==> config.mk <==
export PLATFORM = sky130hd
export DESIGN_NAME = cpu_bus_decoder
export DESIGN_NICKNAME = d
export VERILOG_FILES = /design/src/rtl/cpu_bus_decoder.sv
export SDC_FILE = /design/constraint.sdc
export NUM_CORES = 1
export LEC_CHECK = 0
export CAP_MARGIN = 20
export CORE_AREA = 10 10 131 133
export CTS_CLUSTER_DIAMETER = 200
export DETAILED_ROUTE_END_ITERATION = 8
export DIE_AREA = 0 0 141 143
export DONT_BUFFER_PORTS = 1
export MAX_ROUTING_LAYER = met4
export PLACE_DENSITY = 0.69
export SLEW_MARGIN = 5
export SYNTH_ARGS = -nofsm -noshare
export SYNTH_HDL_FRONTEND = slang
export SYNTH_SLANG_ARGS = --single-unit
==> constraint.sdc <==
create_clock -name clk -period 3.96 [get_ports clk]
set_input_delay 0.792 -clock clk [delete_from_list [all_inputs] [get_ports clk]]
set_output_delay 0.792 -clock clk [all_outputs]
set_load 0.01 [all_outputs]
==> src/rtl/cpu_bus_decoder.sv <==
// cpu_bus_decoder: single-master to four-slave bus decoder with per-slave address windows.
//
// Ports:
//   clk, rst_n                       clock, asynchronous active-low reset
//   m_addr, m_read, m_write          CPU request (read wins if both high)
//   m_writedata, m_byteenable        CPU write data and byte lanes
//   m_readdata, m_response           completion data and response (00 OK, 10 SLVERR, 11 DECERR)
//   m_waitrequest                    low for exactly one cycle per completed transfer
//   s_addr, s_writedata, s_byteenable  registered request fields shared by all slaves
//   s_read, s_write                  one-hot per-slave strobes
//   s_readdata, s_response, s_waitrequest  packed per-slave returns (slave i in lane i)
//   err_valid, err_addr              one-cycle error pulse and faulting address
//
// Build option: define CPU_BUS_DECODER_TIMEOUT_EN to abort an ACCESS after
// TIMEOUT_CYCLES cycles with SLVERR; without it ACCESS waits indefinitely.
module cpu_bus_decoder #(
    parameter logic [127:0] SLAVE_BASE     = {32'h3000_0000, 32'h2000_0000, 32'h1000_0000, 32'h0000_0000},
    parameter logic [127:0] SLAVE_MASK     = {4{32'hF000_0000}},
    parameter int           TIMEOUT_CYCLES = 255
) (
    input  logic         clk,
    input  logic         rst_n,
    input  logic [31:0]  m_addr,
    input  logic         m_read,
    input  logic         m_write,
    input  logic [31:0]  m_writedata,
    input  logic [3:0]   m_byteenable,
    output logic [31:0]  m_readdata,
    output logic [1:0]   m_response,
    output logic         m_waitrequest,
    output logic [31:0]  s_addr,
    output logic [31:0]  s_writedata,
    output logic [3:0]   s_byteenable,
    output logic [3:0]   s_read,
    output logic [3:0]   s_write,
    input  logic [127:0] s_readdata,
    input  logic [7:0]   s_response,
    input  logic [3:0]   s_waitrequest,
    output logic         err_valid,
    output logic [31:0]  err_addr
);
    typedef enum logic [1:0] {IDLE, ACCESS, RESP, ERR} state_t;

    state_t      state, state_nxt;
    logic [1:0]  sel, hit_idx;
    logic        hit, req, done, tmo, tmo_q, is_write;
    logic [31:0] rdata_q;
    logic [1:0]  resp_q;

    assign req  = m_read | m_write;
    assign done = (state == ACCESS) && !s_waitrequest[sel];

    // Descending scan so the lowest matching index is the one left standing.
    always_comb begin
        hit     = 1'b0;
        hit_idx = 2'd0;
        for (int i = 3; i >= 0; i--) begin
            if ((m_addr & SLAVE_MASK[i*32 +: 32]) == SLAVE_BASE[i*32 +: 32]) begin
                hit     = 1'b1;
                hit_idx = 2'(i);
            end
        end
    end

`ifdef CPU_BUS_DECODER_TIMEOUT_EN
    logic [15:0] cnt;

    // Held at zero outside ACCESS, so it is clear on every ACCESS entry.
    always_ff @(posedge clk or negedge rst_n) begin
        if (!rst_n) cnt <= 16'd0;
        else        cnt <= (state == ACCESS) ? cnt + 16'd1 : 16'd0;
    end

    assign tmo = (state == ACCESS) && s_waitrequest[sel] && (cnt == 16'(TIMEOUT_CYCLES - 1));
`else
    assign tmo = 1'b0;
`endif

    always_comb begin
        state_nxt     = state;
        m_waitrequest = 1'b1;
        m_readdata    = 32'd0;
        m_response    = 2'b00;
        err_valid     = 1'b0;
        case (state)
            IDLE:    state_nxt = req ? (hit ? ACCESS : ERR) : IDLE;
            ACCESS:  state_nxt = (done || tmo) ? RESP : ACCESS;
            RESP: begin
                state_nxt     = IDLE;
                m_waitrequest = 1'b0;
                m_readdata    = rdata_q;
                m_response    = resp_q;
                err_valid     = tmo_q;
            end
            default: begin
                state_nxt     = IDLE;
                m_waitrequest = 1'b0;
                m_response    = 2'b11;
                err_valid     = 1'b1;
            end
        endcase
    end

    always_ff @(posedge clk or negedge rst_n) begin
        if (!rst_n) begin
            state        <= IDLE;
            sel          <= 2'd0;
            is_write     <= 1'b0;
            s_addr       <= 32'd0;
            s_writedata  <= 32'd0;
            s_byteenable <= 4'd0;
            s_read       <= 4'd0;
            s_write      <= 4'd0;
            rdata_q      <= 32'd0;
            resp_q       <= 2'b00;
            tmo_q        <= 1'b0;
            err_addr     <= 32'd0;
        end else begin
            state <= state_nxt;
            if (state == IDLE && req) begin
                s_addr       <= m_addr;
                s_writedata  <= m_writedata;
                s_byteenable <= m_byteenable;
                sel          <= hit_idx;
                is_write     <= !m_read;
                tmo_q        <= 1'b0;
                if (hit) begin
                    s_read  <= m_read ? 4'b0001 << hit_idx : 4'd0;
                    s_write <= m_read ? 4'd0 : 4'b0001 << hit_idx;
                end else begin
                    err_addr <= m_addr;
                end
            end
            if (state == ACCESS && (done || tmo)) begin
                s_read  <= 4'd0;
                s_write <= 4'd0;
                rdata_q <= (tmo || is_write) ? 32'd0 : s_readdata[{sel, 5'd0} +: 32];
                resp_q  <= tmo ? 2'b10 : s_response[{sel, 1'b0} +: 2];
                tmo_q   <= tmo;
                if (tmo) err_addr <= s_addr;
            end
        end
    end
endmodule
==> flow_metrics.tcl <==
set metrics [dict create \
    status "finished, final reports clean" \
    insertion_delay_ns 0.41 \
    fmax_ghz 0.388 \
    synth.distinct_cells 27 \
    dp_hpwl_um 15700 \
    ys.warnings.count 0 \
    synth_area_leader_cell "dfrtp_1" \
    drc 0 \
    cts_tree "built" \
    synth_fp_nets 862 \
    dieArea_um2 20200 \
    startpoint_type "flip-flop" \
    wl_um 20400 \
    syn_area_per_cell_um2 10.5 \
    cp-end-kind "primary output" \
    layout_commonest_cell "nand2_1" \
    synth_top_area_share_pct 54.0 \
    grt_pass1_wl_um 30100 \
    crit_arrival_ns 1.78 \
    coreArea_um2 14400 \
    crit_fanout 32 \
    place_congestion 0.874 \
    cts_root_buffer "clkbuf_16" \
    final_cell_mix "nand2_1 (218), dfrtp_1 (146), mux2i_1 (65), mux2_2 (60), and2_1 (34)" \
    powerDensity_nw_per_um2 878 \
    grt_pass1_vias 5012 \
    ys_seq_elements 147 \
    seq_area_frac_synth_pct 54.0 \
    clock_skew_ns 0.00714 \
    clk_pin_slew_ns 0.06 \
    cts-resized-gates 0 \
    clk_path_buf_depth 2 \
    leakagePower_nw 3.47 \
    synth_flop_cell "dfrtp_1" \
    area_delta_synth_final_pct 11.1 \
    hold_path.class "input port to async pin" \
    die_x_um 141 \
    io_pins 356 \
    post-route-min-period_ns 2.57 \
    portBuffers 0 \
    rsz0062_at_grt "false" \
    postCtsHoldBufs 0 \
    synthCells 650 \
    htree_num_levels 4 \
    vias 4725 \
    drt-initial-drc-count 250 \
    worst_pin_slew_ns 1.02 \
    grt_max_degree 148 \
    syn-cell-area_um2 6810 \
    async_flop_share_pct 100 \
    drive_gt1_share_pct 17.4 \
    rows 44 \
    drtAntennaViolNets 0 \
    relSlewSlack_pct 31.9 \
    overflow 0 \
    floorplan.initialDensity_pct 47.2 \
    slew_viol_final 0 \
    antenna_found_initial 1 \
    holdWs_ns 0.0730 \
    critical_path_required_ns 3.17 \
    drv_cap 0 \
    cts_buffers 17 \
    die_h_um 143 \
    ir_drop_mv 0.470 \
    nNetsFinal 848 \
    setup_tns_ns 0 \
    drt_first_pass_iters 4 \
    hold_viol 0 \
    wl_per_cell_um 24.4 \
    grt_usage_pct 19.8 \
    synth-edff-count 0 \
    vias_per_cell 5.67 \
    synthTopCellsByArea "dfrtp_1 (54%), nand2_1 (12%), mux2_2 (9.9%)" \
    crit_type "flip-flop to primary output" \
    fin_crit_sh_pct 65.0 \
    finalSetupViolCount 0 \
    cts_setup_buffers 0 \
    cts_sinks 147 \
]
path summary, 6_finish.rpt:
| check | from | slack, ns | end | cells after the start |
|---|---|---|---|---|
| max | state[1]$_DFF_PN0_ | 1.39 | m_readdata[28] | 4 |
| min | rst_n | 0.07 | s_writedata[17]$_DFFE_PN0P_ | 0 |
| max reg2reg | state[1]$_DFF_PN0_ | 1.57 | rdata_q[28]$_DFFE_PN0N_ | 5 |
| min reg2reg | rdata_q[27]$_DFFE_PN0N_ | 0.48 | rdata_q[27]$_DFFE_PN0N_ | 1 |
| max in group asynchronous | rst_n | 3.64 | rdata_q[19]$_DFFE_PN0N_ | 0 |
| min in group clk | m_addr[1] | 0.48 | s_addr[1]$_DFFE_PN0P_ | 2 |
critical path, stage by stage (launching register included):
cell and delay (ns):
dfrtp_1 0.44, inv_1 0.23, nor2_1 0.14, buf_4 0.29, and2_1 0.26
metrics by stage:
step / power, mW / setup slack (ns) / std cells / utilization [%] / area (µm²)
detailed placement: 5.04 / 1.47 / 799 / 47.9 / 6910
CTS: 6.73 / 1.36 / 831 / 52.2 / 7530
finish: 6.65 / 1.39 / 834 / 52.5 / 7570
floorplan: 4.46 / 1.91 / 650 / - / 6810
global route: 7.08 / 1.27 / 834 / 52.5 / 7570
global placement: 4.92 / 1.53 / 799 / 47.9 / 6910
where the power goes:
part	switching, mW	internal [mW]
Combinational	1.10	0.893
Clock	0.661	0.987
Sequential	0.817	2.19
cells in the mapped netlist (2+ instances only):
library cell and instances:
o22ai_1 32, a22o_1 2, or4_1 3, or2_2 3, a21oi_1 7, mux2_2 60, buf_6 5, and2_1 34
o21ai_0 5, buf_2 13, nand2_1 218, dfrtp_1 147, clkbuf_1 25, mux2i_1 65, nor2_1 13, or3_1 3
mux4_2 2, mux2_1 4
sequential cells by signal (all words and copies together), names as in the netlist:
name,flops
sel,2
state,2
s_write,4
s_byteenable,4
s_read,4
resp_q,2
s_writedata,32
rdata_q,32
s_addr,32
err_addr,32
is_write,1
logic make-up after synthesis:
kind of cell,share of synthesized area [%]
AOI/OAI and AO/OA,4.52
buffers and inverters,3.21
DFF,54.0
muxes,21.0
and+or+nand+nor,17.2
cell type report:
type,instances,area (µm²)
fillers,1239,6850
flip-flops and latches,147,3680
multi-input cells,459,2930
clock buffers,19,453
well taps,184,230
clock inverters,13,163
repair buffers,10,103
inverters,1,3.75
diodes,1,2.50
layer usage:
layer  vias to the layer above  track usage (%)  wire (µm)
li1                       2160                -          -
met1                      2287             19.5       7190
met2                       255             33.0      10400
met3                        23             9.98       2450
met4                         0             7.23        333
met5                         -                -          0
Note: power is estimated with default switching activity, not from simulation.
